==> config.mk <==
export PLATFORM = sky130hd
export DESIGN_NAME = uart_echo_buffer
export DESIGN_NICKNAME = d
export VERILOG_FILES = /design/src/rtl/uart_echo_buffer.sv
export SDC_FILE = /design/constraint.sdc
export NUM_CORES = 1
export LEC_CHECK = 0
export ABC_AREA = 1
export BUFFER_PORTS_ARGS = -buffer_cell sky130_fd_sc_hd__buf_2
export CAP_MARGIN = 40
export CORE_ASPECT_RATIO = 1.2
export CORE_MARGIN = 5
export CORE_UTILIZATION = 55
export CTS_CLUSTER_DIAMETER = 100
export CTS_CLUSTER_SIZE = 20
export DETAILED_ROUTE_END_ITERATION = 10
export HOLD_SLACK_MARGIN = 0.02
export PLACE_DENSITY = 0.73
export SLEW_MARGIN = 20
export SYNTH_ARGS = -nofsm -noshare
export SYNTH_HDL_FRONTEND = slang
export SYNTH_SLANG_ARGS = --single-unit
==> constraint.sdc <==
create_clock -name i_Clock -period 4.13 [get_ports i_Clock]
set_input_delay 0.413 -clock i_Clock [delete_from_list [all_inputs] [get_ports i_Clock]]
set_output_delay 0.413 -clock i_Clock [all_outputs]
set_load 0.02 [all_outputs]
==> src/rtl/uart_echo_buffer.sv <==
// Byte FIFO and transmit sequencer between the UART receiver and transmitter.
// Optional UART_ECHO_BUFFER_DROP_CNT_EN adds a saturating count of bytes dropped while full.
module uart_echo_buffer #(
  parameter int unsigned DEPTH_LOG2 = 4
) (
  input  logic                  i_Clock,
  input  logic                  i_Reset,
  input  logic                  i_Rx_DV,
  input  logic [7:0]            i_Rx_Byte,
  input  logic                  i_Tx_Active,
  input  logic                  i_Tx_Done,
  output logic                  o_Tx_DV,
  output logic [7:0]            o_Tx_Byte,
  output logic [DEPTH_LOG2:0]   o_Count,
  output logic                  o_Full,
  output logic                  o_Empty
`ifdef UART_ECHO_BUFFER_DROP_CNT_EN
  ,
  output logic [7:0]            o_Drop_Count
`endif
);

  localparam int unsigned DEPTH = 1 << DEPTH_LOG2;
  localparam logic [DEPTH_LOG2:0] FULL_COUNT = (DEPTH_LOG2 + 1)'(DEPTH);

  typedef enum logic {
    IDLE,
    BUSY
  } state_t;

  state_t                state;
  state_t                state_next;
  logic [7:0]            mem [DEPTH];
  logic [DEPTH_LOG2-1:0] wr_ptr;
  logic [DEPTH_LOG2-1:0] rd_ptr;
  logic [DEPTH_LOG2:0]   count_next;
  logic                  push;
  logic                  pop;

  // Fullness uses the registered count, so a push while full is lost even if a pop happens too.
  assign push = i_Rx_DV && !o_Full;

  always_comb begin
    state_next = state;
    pop        = 1'b0;
    case (state)
      IDLE: begin
        if (!o_Empty && !i_Tx_Active) begin
          pop        = 1'b1;
          state_next = BUSY;
        end
      end
      BUSY: begin
        if (i_Tx_Done) begin
          state_next = IDLE;
        end
      end
      default: state_next = IDLE;
    endcase
  end

  always_comb begin
    count_next = o_Count;
    case ({push, pop})
      2'b10:   count_next = o_Count + 1'b1;
      2'b01:   count_next = o_Count - 1'b1;
      default: count_next = o_Count;
    endcase
  end

  always_ff @(posedge i_Clock or posedge i_Reset) begin
    if (i_Reset) begin
      state <= IDLE;
    end else begin
      state <= state_next;
    end
  end

  always_ff @(posedge i_Clock or posedge i_Reset) begin
    if (i_Reset) begin
      wr_ptr    <= '0;
      rd_ptr    <= '0;
      o_Count   <= '0;
      o_Empty   <= 1'b1;
      o_Full    <= 1'b0;
      o_Tx_DV   <= 1'b0;
      o_Tx_Byte <= '0;
    end else begin
      o_Count <= count_next;
      o_Empty <= (count_next == '0);
      o_Full  <= (count_next == FULL_COUNT);
      o_Tx_DV <= pop;
      if (push) begin
        wr_ptr <= wr_ptr + 1'b1;
      end
      if (pop) begin
        o_Tx_Byte <= mem[rd_ptr];
        rd_ptr    <= rd_ptr + 1'b1;
      end
    end
  end

  // Storage is deliberately left out of reset.
  always_ff @(posedge i_Clock) begin
    if (push) begin
      mem[wr_ptr] <= i_Rx_Byte;
    end
  end

`ifdef UART_ECHO_BUFFER_DROP_CNT_EN
  always_ff @(posedge i_Clock or posedge i_Reset) begin
    if (i_Reset) begin
      o_Drop_Count <= '0;
    end else if (i_Rx_DV && o_Full && (o_Drop_Count != 8'hFF)) begin
      o_Drop_Count <= o_Drop_Count + 1'b1;
    end
  end
`endif

endmodule

==> impl_metrics.env <==
export IMPL_pwr_share_comb_pct=33.6
export IMPL_synth_top_area_share_pct=61.2
export IMPL_fillers=819
export IMPL_clkLatencyLatePin_ns=0.41
export IMPL_syn_nets=521
export IMPL_ant_nets=0
export IMPL_slew_headroom_pct=45.1
export IMPL_firstDrtPassIters=5
export IMPL_yosysUniqueCellTypes=34
export IMPL_fmax_ghz=0.467
export IMPL_power_switching_mw=1.91
export IMPL_r2r_cells=6
export IMPL_required_ns=4.45
export IMPL_cts_resized=0
export IMPL_die_h_um=127
export IMPL_synth_ff_type="edfxtp_1"
export IMPL_seq_area_frac_synth_pct=71.1
export IMPL_netSwitchingFraction_pct=37.2
export IMPL_p_int_mw=3.23
export IMPL_synthTopCellsByArea="edfxtp_1 61%, dfrtp_1 9.6%, o21ai_0 4.9%"
export IMPL_ys_async_sr_fraction_pct=16.3
export IMPL_fin_crit_ns=2.14
export IMPL_clock_skew_ns=0.00755
export IMPL_place_congestion=0.863
export IMPL_floorplan_initialDensity_pct=56.4
export IMPL_drt_wl_total_um=13900
export IMPL_ys_ff_latch=153
export IMPL_drive_above_1_share_pct=17.5
export IMPL_post_route_period_util_pct=51.8
export IMPL_setup_violations=0
export IMPL_first_iter_violations=343
export IMPL_synth_warnings=0
export IMPL_synthCells=501
export IMPL_irDropWorstVdd_v=0.000467
export IMPL_hold_path_class="in -> async"
export IMPL_rows=42
export IMPL_clkTransAtPathRegs_ns=0.06
export IMPL_maxCapViolCount=0
export IMPL_area_growth_pct=14.3
export IMPL_port_buffers=28
export IMPL_gr_total_overflow=0
export IMPL_via_per_inst=5.71
export IMPL_synth_top_area_cell="edfxtp_1"
export IMPL_worstSetupStartpointType="flip-flop"
export IMPL_postPlaceCellArea_mm2=0.00660
export IMPL_crit_fanout=19
export IMPL_nNetsFinal=562
export IMPL_antenna_found_initial=0
export IMPL_finalSetupTns_ns=0
export IMPL_hold_violations=0
export IMPL_cts_hold_buf=0
export IMPL_clkPwrFrac_pct=26.3
export IMPL_yosysMostFrequentCell="edfxtp_1"
export IMPL_grt_pass1_wl_um=21600
export IMPL_synth_edf_count=128
export IMPL_power_density_mw_per_mm2=716
export IMPL_p_seq_share_pct=40.1
export IMPL_critPathArrivalTime_ns=2.46
export IMPL_die_x_um=108
export IMPL_insertedDiodeCount=0
export IMPL_status="finished clean"
export IMPL_postCtsSetupBuffers=0
export IMPL_drv_slew=0
export IMPL_hpwl_um=8570
export IMPL_grt_pass1_vias=4021
export IMPL_end_kind="flip-flop"
export IMPL_rsz0062_at_grt="false"
export IMPL_synth_area_mm2=0.00628
export IMPL_ios=29
export IMPL_drc=0
export IMPL_ctsRootBufferMaster="clkbuf_16"
export IMPL_cts_buffers=17
export IMPL_synth_common_cells="128 x edfxtp_1, 81 x nor2_1, 61 x o21ai_0"
export IMPL_num_vias=4047
export IMPL_htree_num_levels=4
export IMPL_tightest_slew_ns=0.820
export IMPL_leakagePower_nw=2.65
export IMPL_cts_tree="done"
export IMPL_cts_buffer_depth=2
export IMPL_cts_sinks=153
export IMPL_coreArea_mm2=0.0111
export IMPL_worst_setup_path_type="reg -> reg"
export IMPL_avgSynthCellArea_um2=12.5
export IMPL_routedWlPerCell_um=19.7
export IMPL_fin_area_mm2=0.00719
export IMPL_die_area_mm2=0.0137
export IMPL_grt_max_degree=69
export IMPL_grt_usage_pct=21.3
critical path, cell delays in order, from the launching register on:
cell and delay (ns):
dfrtp_1 0.69, inv_2 0.34, nor2_1 0.33, a21oi_1 0.14
o21ai_0 0.15, a21oi_1 0.10, o31ai_1 0.28
sequential cells by signal (all words and copies together), names as in the netlist, 4 cells and up:
signal,cells
rd_ptr,4
wr_ptr,4
mem,128
o_Count,5
o_Tx_Byte,8
worst paths after layout:
check	slack [ns]	end	start
max in group asynchronous	3.58	rd_ptr[0]	i_Reset
hold / removal	0.03	wr_ptr[1]	i_Reset
min in group i_Clock	0.18	state	i_Tx_Done
setup / recovery	1.99	o_Tx_Byte[1]	rd_ptr[2]
setup reg to reg	1.99	o_Tx_Byte[1]	rd_ptr[2]
hold reg to reg	0.52	o_Tx_Byte[1]	o_Tx_Byte[1]
cell families after synthesis:
group	share of synthesized area (%)
AO/OA/AOI/OAI	10.7
XOR/XNOR	1.23
adder cells (fa/ha/maj)	1.39
buffers and inverters	3.62
flip-flops	71.1
multiplexers	0.637
AND/OR/NAND/NOR	11.3
routing by layer:
layer  vias up  wire length, µm  track usage (%)  part of all wire (%)
met5         -                0                0                     0
met4         0              388             9.36                   2.8
met3        34              983             4.84                   7.1
met2       165             7310             36.1                    52
met1      1957             5260             26.1                    38
li1       1891                -                -                     -
power by group through the flow:
| stage | logic [mW] | registers [mW] | clock network (mW) |
|---|---|---|---|
| after global routing | 1.90 | 2.09 | 1.45 |
| after floorplan | 1.13 | 2.14 | 0 |
| final | 1.73 | 2.06 | 1.35 |
| after CTS | 1.71 | 2.06 | 1.37 |
| after global placement | 1.60 | 2.08 | 0 |
| after detailed placement | 1.69 | 2.09 | 0 |
stage by stage:
step	std cells	hold WS, ns	setup slack (ns)	utilization [%]	power, mW
final	709	0.0332	1.99	64.5	5.15
after global routing	709	0.0673	1.86	64.5	5.45
after CTS	700	0.0430	2.00	63.9	5.14
after detailed placement	668	0.484	1.95	59.2	3.78
after global placement	661	0.503	2.03	58.5	3.68
after floorplan	501	0.440	2.12	-	3.27
placed cells by master (no fill, tap or decap), drive strengths merged:
cell type / n
o221ai: 18
o21ai: 68
o31ai: 2
nand4: 4
inv: 31
mux2i: 4
clkbuf: 19
edfxtp: 128
dfrtp: 24
nor2: 85
nor3: 1
or2: 1
nand2: 50
a21oi: 14
dfstp: 1
clkinv: 11
buf: 46
nand3: 19
o22ai: 7
o21bai: 1
xor2: 7
xnor2: 1
ha: 7
a31oi: 6
final cells by class:
type | count | area [µm²] | share of cell area, %
Sequential cell | 153 | 4470 | 62.2
Multi-Input combinational cell | 295 | 1590 | 22.1
Clock buffer | 19 | 443 | 6.16
Timing Repair Buffer | 46 | 303 | 4.21
Tap cell | 154 | 193 | 2.68
Inverter | 29 | 109 | 1.51
Clock inverter | 13 | 80.1 | 1.11
(Power assumes the default switching activity.)
